[src/rtl/countdown_ctrl.sv]
// Command sequencer for a WIDTH-bit down counter: loads N via latch/in, then
// issues a dec every P+1 cycles until zero, pulses done, optionally reloads.
module countdown_ctrl #(
  parameter int WIDTH = 4,
  parameter int PW    = 4
) (
  input  logic             clock,
  input  logic             reset,
  input  logic             cmd_valid,
  output logic             cmd_ready,
  input  logic [WIDTH-1:0] cmd_count,
  input  logic [PW-1:0]    cmd_period,
  input  logic             cmd_reload,
  input  logic             abort,
  output logic             latch,
  output logic [WIDTH-1:0] in,
  output logic             dec,
  input  logic             zero,
  output logic             done,
  output logic             busy
);

  typedef enum logic [1:0] {IDLE, LOAD, RUN, DONE} state_t;

  state_t           state_reg, state_next;
  logic [WIDTH-1:0] count_reg;
  logic [PW-1:0]    period_reg;
  logic [PW-1:0]    presc_reg;
  logic             reload_reg;
  logic             accept;

  always_comb begin
    state_next = state_reg;
    latch      = 1'b0;
    dec        = 1'b0;
    done       = 1'b0;
    cmd_ready  = (state_reg == IDLE) && !abort;
    accept     = cmd_valid && cmd_ready;
    case (state_reg)
      IDLE: if (accept) state_next = LOAD;
      LOAD: begin
        latch      = 1'b1;
        state_next = RUN;
      end
      RUN: begin
        // zero wins over a pending dec so the counter never wraps below 0
        if (zero) state_next = DONE;
        else      dec = (presc_reg == period_reg);
      end
      DONE: begin
        done       = 1'b1;
        state_next = reload_reg ? LOAD : IDLE;
      end
      default: state_next = IDLE;
    endcase
    if (abort) begin
      state_next = IDLE;
      latch      = 1'b0;
      dec        = 1'b0;
      done       = 1'b0;
    end
  end

  assign busy = (state_reg != IDLE);
  assign in   = count_reg;

  always_ff @(posedge clock or posedge reset) begin
    if (reset) begin
      state_reg  <= IDLE;
      count_reg  <= '0;
      period_reg <= '0;
      presc_reg  <= '0;
      reload_reg <= 1'b0;
    end else begin
      state_reg <= state_next;
      if (accept) begin
        count_reg  <= cmd_count;
        period_reg <= cmd_period;
        reload_reg <= cmd_reload;
      end else if (abort) begin
        reload_reg <= 1'b0;
      end
      if (state_reg == LOAD)
        presc_reg <= '0;
      else if (state_reg == RUN && !zero)
        presc_reg <= (presc_reg == period_reg) ? '0 : presc_reg + 1'b1;
    end
  end

endmodule

[config.mk]
export PLATFORM = sky130hd
export DESIGN_NAME = countdown_ctrl
export DESIGN_NICKNAME = d
export VERILOG_FILES = /design/src/rtl/countdown_ctrl.sv
export SDC_FILE = /design/constraint.sdc
export NUM_CORES = 1
export LEC_CHECK = 0
export CAP_MARGIN = 20
export CELL_PAD_IN_SITES_DETAIL_PLACEMENT = 1
export CELL_PAD_IN_SITES_GLOBAL_PLACEMENT = 2
export CORE_MARGIN = 2
export CORE_UTILIZATION = 25
export DETAILED_ROUTE_END_ITERATION = 8
export PLACE_DENSITY_LB_ADDON = 0.1
export RECOVER_POWER = 50
export SLEW_MARGIN = 20
export SYNTH_ARGS = -nofsm -noshare
export SYNTH_HDL_FRONTEND = slang
export SYNTH_SLANG_ARGS = --single-unit
[constraint.sdc]
create_clock -name clock -period 1.4 [get_ports clock]
set_input_delay 0.21 -clock clock [delete_from_list [all_inputs] [get_ports clock]]
set_output_delay 0.21 -clock clock [all_outputs]
set_load 0.01 [all_outputs]
==> flow_summary.yaml, run 1 <==
timing:
  relSlewSlack_pct: 45.72
  clock_skew_ns: 0.004580
  setup_viol: 13
  tightest_slew_ns: 0.8142
  fin_ws_ns: -0.1336
  hold-worst-slack_ns: 0.4969
  final.setup.tns_ns: -1.153
  final_max_slew_viol_count: 0
  fin_crit_ns: 1.534
  finalHoldViolCount: 0
  fmax_mhz: 652.1
  rsz0062_at_grt: "yes"
  post-route-period-util_pct: 109.5
floorplan:
  start_util_pct: 26.19
  num_rows: 20
  dieArea_um2: 3666
  core-area_um2: 3053
  ios: 23
  dieWidth_um: 60.55
  chipHeight_um: 60.55
place:
  place_ws_ns: -0.3338
  io_buffers: 22
  place_area_um2: 1160
  gp_congestion: 0.7637
  dp_hpwl_um: 1454
logic_synthesis:
  synth.distinct_cells: 23
  syn-num-nets: 92
  synthCells: 73
  synthArstFlopShare_pct: 100.0
  synthFlopType: "dfrtp_1"
  netlist_area_um2: 799.5
  synth_most_common_cell: "dfrtp_1"
  ys_ff_latch: 15
  ys_top_cells_by_count: "dfrtp_1 (15), mux2_2 (8), nand2_1 (7)"
  yosysWarnings: 0
  yosys-top-cells-area: "dfrtp_1 (47%), mux2_2 (11%), ha_1 (7.8%)"
  ys_seq_area_share_pct: 46.95
  synth_top_cell_by_area: "dfrtp_1"
  syn_avg_cell_area_um2: 10.95
  synth_edf_count: 0
  synth_top_cell_area_share_pct: 46.95
power:
  powerDensity_nw_per_um2: 1813
  p_int_uw: 1519
  switching_share_pct: 35.73
  sequentialPowerShare_pct: 32.3
  vdd_drop_max_mv: 0.7774
  p_switching_uw: 844.8
  combPwrFrac_pct: 57.3
  total_leakage_power_uw: 0.0006144
  clock_power_share_pct: 10.4
clocking:
  numCtsBuffers: 3
  clockBufferDepth: 2
  htree_levels: 1
  root_buffer: "clkbuf_4"
  cts.sinks: 15
  clkTransAtPathRegs_ns: 0.09
  cts_tree: "yes"
  clk_latency_ns: 0.28
routing:
  met3WireLength_um: 82
  vias: 688
  wl_um: 1930
  dr_wl_met2_um: 1040
  ant_nets: 0
  drtPass1Iterations: 4
  drtIter0Drc: 10
  detail_route.vias_per_cell: 4.354
  wirelength_met1_um: 783
  top_layer: "met4"
  wire_per_inst_um: 12.22
  drc: 0
grt:
  antenna_found_initial: 0
  grt_pass1_wl_um: 3305
  grtUsageTotal_pct: 12.36
  grt.overflow.total: 0
  grt_max_degree: 16
  grt_pass1_vias: 727
setup_path:
  crit_required_ns: 1.19
  crit_arrival_ns: 1.32
  critPathMaxFanout: 3
  r2r_setup_slack_ns: -0.11
  end_kind: "output port"
  start_kind: "flop"
  r2r_cells: 6
  crit_type: "reg -> out"
  timing.rr.end: "period_reg[1]$_DFFE_PP0P_"
  r2r_start: "state_reg[1]$_DFFE_PP0P_"
finish:
  final_nets: 134
  design_area_um2: 1304
  area_delta_synth_final_pct: 63.07
  diodes: 0
  drive_gt1_share_pct: 42.11
run_status:
  violations: "setup timing"
  status: "finished, violations left"
worst_hold_path:
  min_to: "reload_reg$_DFFE_PP0P_"
  hp-class: "in -> reg"
  hold_depth: 3
  min_from: "cmd_reload"
flow_run:
  maxCapViolCount: 0
-- power groups by stage --
| stage | Clock [µW] | Combinational [µW] | Sequential, µW |
|---|---|---|---|
| finish | 245 | 1360 | 763 |
| CTS | 261 | 1210 | 750 |
| global route | 283 | 1500 | 788 |
| detailed placement | 0 | 1110 | 747 |
| floorplan | 0 | 567 | 771 |
| global placement | 0 | 1090 | 738 |
-- final cells by class --
class | instances | area [µm²]
repair buffers | 37 | 330.3
fillers | 365 | 1749
well taps | 44 | 55.05
inverters | 4 | 15.01
clock buffers | 4 | 26.28
multi-input cells | 54 | 501.7
flip-flops and latches | 15 | 375.4
-- cells by family after synthesis --
logic type               Yosys count  synth area share [%]
buffers and inverters              5                 2.503
XOR/XNOR                           4                 4.381
flip-flops                        15                 46.95
AND/OR/NAND/NOR                   26                 19.40
multiplexers                       9                 12.52
adder cells (fa/ha/maj)            5                 7.825
AO/OA/AOI/OAI                      9                 6.416
-- layer usage --
layer / track usage [%] / vias to the layer above
met2: 20.03 / 14
li1: - / 336
met4: 4.658 / 0
met1: 14.87 / 334
met3: 4.904 / 4
met5: 0 / -
-- worst max-delay path, stage by stage (launching register included) --
cell and delay [ns]:
dfrtp_1 0.44, buf_4 0.16, ha_1 0.18, nor2b_1 0.13, buf_2 0.13
-- timing repair --
item / CTS / global route
setup buffers: 1 / 2
gates cloned: 1 / 0
pin swaps: 2 / 2
hold endpoints to repair: 0 / 0
resized for setup: 31 / 18
endpoints found under the setup margin: 17 / 17
hold buffers: 0 / 0
-- per-stage QoR --
step	util, %	total power (µW)	instances
after floorplan	-	1338	73
after global placement	37.99	1833	150
after detailed placement	37.99	1861	150
after CTS	39.96	2217	156
after global routing	42.70	2572	158
final	42.70	2364	158
-- worst max-delay path by stage --
stage / start / end / slack (ns) / cells past startpoint
floorplan: state_reg[0]$_DFFE_PP0P_ / in[0]$_DFFE_PP0P_ / 0.0009 / 5
global placement: abort / dec / -0.32 / 4
detailed placement: abort / dec / -0.33 / 4
CTS: presc_reg[3]$_DFFE_PP0P_ / dec / -0.16 / 4
global route: state_reg[1]$_DFFE_PP0P_ / done / -0.21 / 4
finish: state_reg[1]$_DFFE_PP0P_ / done / -0.13 / 4
-- layout by cell type (no fill, tap or decap), types with 2 or more instances in the layout --
cell type,count
a21oi_1,3
a31oi_1,2
buf_2,3
buf_4,11
buf_6,5
clkbuf_1,2
clkbuf_4,3
clkdlybuf4s50_1,12
dfrtp_1,15
dlygate4sd2_1,2
dlymetal6s2s_1,2
ha_1,2
ha_4,2
inv_2,3
mux2_2,7
nand2_1,7
nand3_1,5
nand3b_1,2
nor2_1,3
nor2b_1,2
o21ai_2,2
xnor2_2,3
Note: power is estimated with default switching activity, not from simulation.
==> inputs of run 2 (changes only) <==
--- a/config.mk
+++ b/config.mk
@@ -8,7 +8,7 @@
 export CAP_MARGIN = 20
 export CELL_PAD_IN_SITES_DETAIL_PLACEMENT = 1
 export CELL_PAD_IN_SITES_GLOBAL_PLACEMENT = 2
-export CORE_MARGIN = 2
+export CORE_MARGIN = 8
 export CORE_UTILIZATION = 25
 export DETAILED_ROUTE_END_ITERATION = 8
 export PLACE_DENSITY_LB_ADDON = 0.1
==> run 2 against run 1 <==
- the run still ends with setup timing left
- worst setup slack lost 0.011 ns
- highest routed layer unchanged
- die area grew 44%
- sequential power shrank 2%
- combinational power grew 4%
- design area grew 3.8%
- register-to-register slack lost 0.03 ns
==> flow_summary.yaml, run 2 (same netlist as run 1, synthesis figures left out) <==
run_status:
  status: "finished, violations left"
  violations: "setup timing"
clocking:
  cts.sinks: 15
  clk_latency_ns: 0.28
  root_buffer: "clkbuf_4"
  cts_hold_buf: 0
  htree_levels: 1
  numCtsBuffers: 3
  clkTransAtPathRegs_ns: 0.09
  clockBufferDepth: 2
  cts_tree: "yes"
setup_path:
  end_kind: "flop"
  crit_arrival_ns: 1.72
  start_kind: "flop"
  crit_required_ns: 1.58
  critPathMaxFanout: 4
  crit_type: "reg -> reg"
routing:
  wire_per_inst_um: 13.66
  wl_um: 2241
  drtIter0Drc: 23
  drtPass1Iterations: 4
  detail_route.vias_per_cell: 4.335
  drc: 0
  vias: 711
  ant_nets: 0
finish:
  final_nets: 140
  final_common_cell: "dfrtp_1"
  drive_gt1_share_pct: 42.50
  diodes: 0
  design_area_um2: 1354
  fin_util_pct: 44.34
  area_delta_synth_final_pct: 69.33
  multi_input_area_um2: 493.0
  regArea_um2: 375.4
  fillers: 351
  final_cell_mix: "dfrtp_1 (15), buf_4 (13), clkdlybuf4s50_1 (12)"
floorplan:
  num_rows: 20
  start_util_pct: 26.19
  chipHeight_um: 72.55
  dieArea_um2: 5264
  ios: 23
  core-area_um2: 3053
  dieWidth_um: 72.55
timing:
  relSlewSlack_pct: 67.44
  tightest_slew_ns: 0.4869
  finalHoldViolCount: 0
  fin_crit_ns: 1.545
  rsz0062_at_grt: "yes"
  fmax_mhz: 647.4
  clock_skew_ns: 0.004399
  post-route-period-util_pct: 110.3
  setup_viol: 14
  fin_ws_ns: -0.1447
  final_max_slew_viol_count: 0
grt:
  grt.overflow.total: 0
  grt_pass1_vias: 775
  grt_util_met3_pct: 4.270
  use_met1_pct: 9.919
  grt_pass1_wl_um: 3719
  antenna_found_initial: 0
  grtUsageTotal_pct: 9.137
  busiest_layer: "met2"
  use_met2_pct: 15.41
  grt_max_degree: 9
power:
  total_leakage_power_uw: 0.0006268
  vdd_drop_max_mv: 0.7013
  p_total_uw: 2412
  powerDensity_nw_per_um2: 1782
flow_run:
  maxCapViolCount: 0
place:
  place_ws_ns: -0.3932
  dp_hpwl_um: 1660
  gp_congestion: 0.7347
  io_buffers: 22
  place_area_um2: 1190
worst_hold_path:
  hp-class: "in -> async"
-- run 2: worst max-delay path: stages, from the launching register on --
cell and delay (ns):
dfrtp_1 0.41, inv_2 0.10, buf_6 0.11, ha_4 0.15, nor2b_4 0.16, buf_6 0.14
nand2_4 0.08, mux2_2 0.29
-- run 2: layer usage --
| metal | vias up | routed length (µm) |
|---|---|---|
| met5 | - | 0 |
| met4 | 0 | 15 |
| met3 | 2 | 144 |
| met2 | 16 | 1138 |
| met1 | 343 | 942 |
| li1 | 350 | - |
-- run 2: path summary, 6_finish.rpt --
check                      cells after the start                startpoint                   endpoint  slack (ns)
max                                            7  state_reg[0]$_DFFE_PP0P_  period_reg[2]$_DFFE_PP0P_       -0.14
min                                            3                     reset          in[1]$_DFFE_PP0P_        0.42
max reg2reg                                    7  state_reg[0]$_DFFE_PP0P_  period_reg[2]$_DFFE_PP0P_       -0.14
min reg2reg                                    1         in[3]$_DFFE_PP0P_          in[3]$_DFFE_PP0P_        0.51
max in group asynchronous                      3                     reset   state_reg[1]$_DFFE_PP0P_        0.64
min in group clock                             3                cmd_reload     reload_reg$_DFFE_PP0P_        0.49
-- run 2: area by class of cell --
class                      count  area share (%)
multi-input combinational     54           36.41
timing repair buffer          43           28.56
sequential                    15           27.73
tap                           44           4.067
clock buffer                   4           1.941
inverter                       4           1.294
-- run 2: through the flow --
stage,std cells,hold WS [ns],TNS [ns]
6_report,164,0.4248,-1.655
4_1_cts,160,0.1965,-0.8200
2_1_floorplan,73,0.1115,0
3_3_place_gp,154,0.4863,-3.814
3_5_place_dp,154,0.4966,-3.892
5_1_grt,164,0.4547,-2.661
-- run 2: repair_timing --
item	CTS	global route
cloned	1	0
endpoints found under the setup margin	18	18
buffers inserted	1	4
pin swaps	3	3
resized for setup	35	17
-- run 2: power breakdown --
part           internal (µW)  switching, µW  leakage [µW]
Combinational            819            596      0.000430
Clock                    111            137     0.0000150
Sequential               617            133      0.000182
Total                   1550            866      0.000627
==> inputs of run 3 (changes only) <==
--- a/config.mk
+++ b/config.mk
@@ -5,6 +5,7 @@
 export SDC_FILE = /design/constraint.sdc
 export NUM_CORES = 1
 export LEC_CHECK = 0
+export ABC_CLOCK_PERIOD_IN_PS = 1400
 export CAP_MARGIN = 20
 export CELL_PAD_IN_SITES_DETAIL_PLACEMENT = 1
 export CELL_PAD_IN_SITES_GLOBAL_PLACEMENT = 2
==> results of run 3 <==
No change in the layout: final DEF, timing and power equal those of run 2.
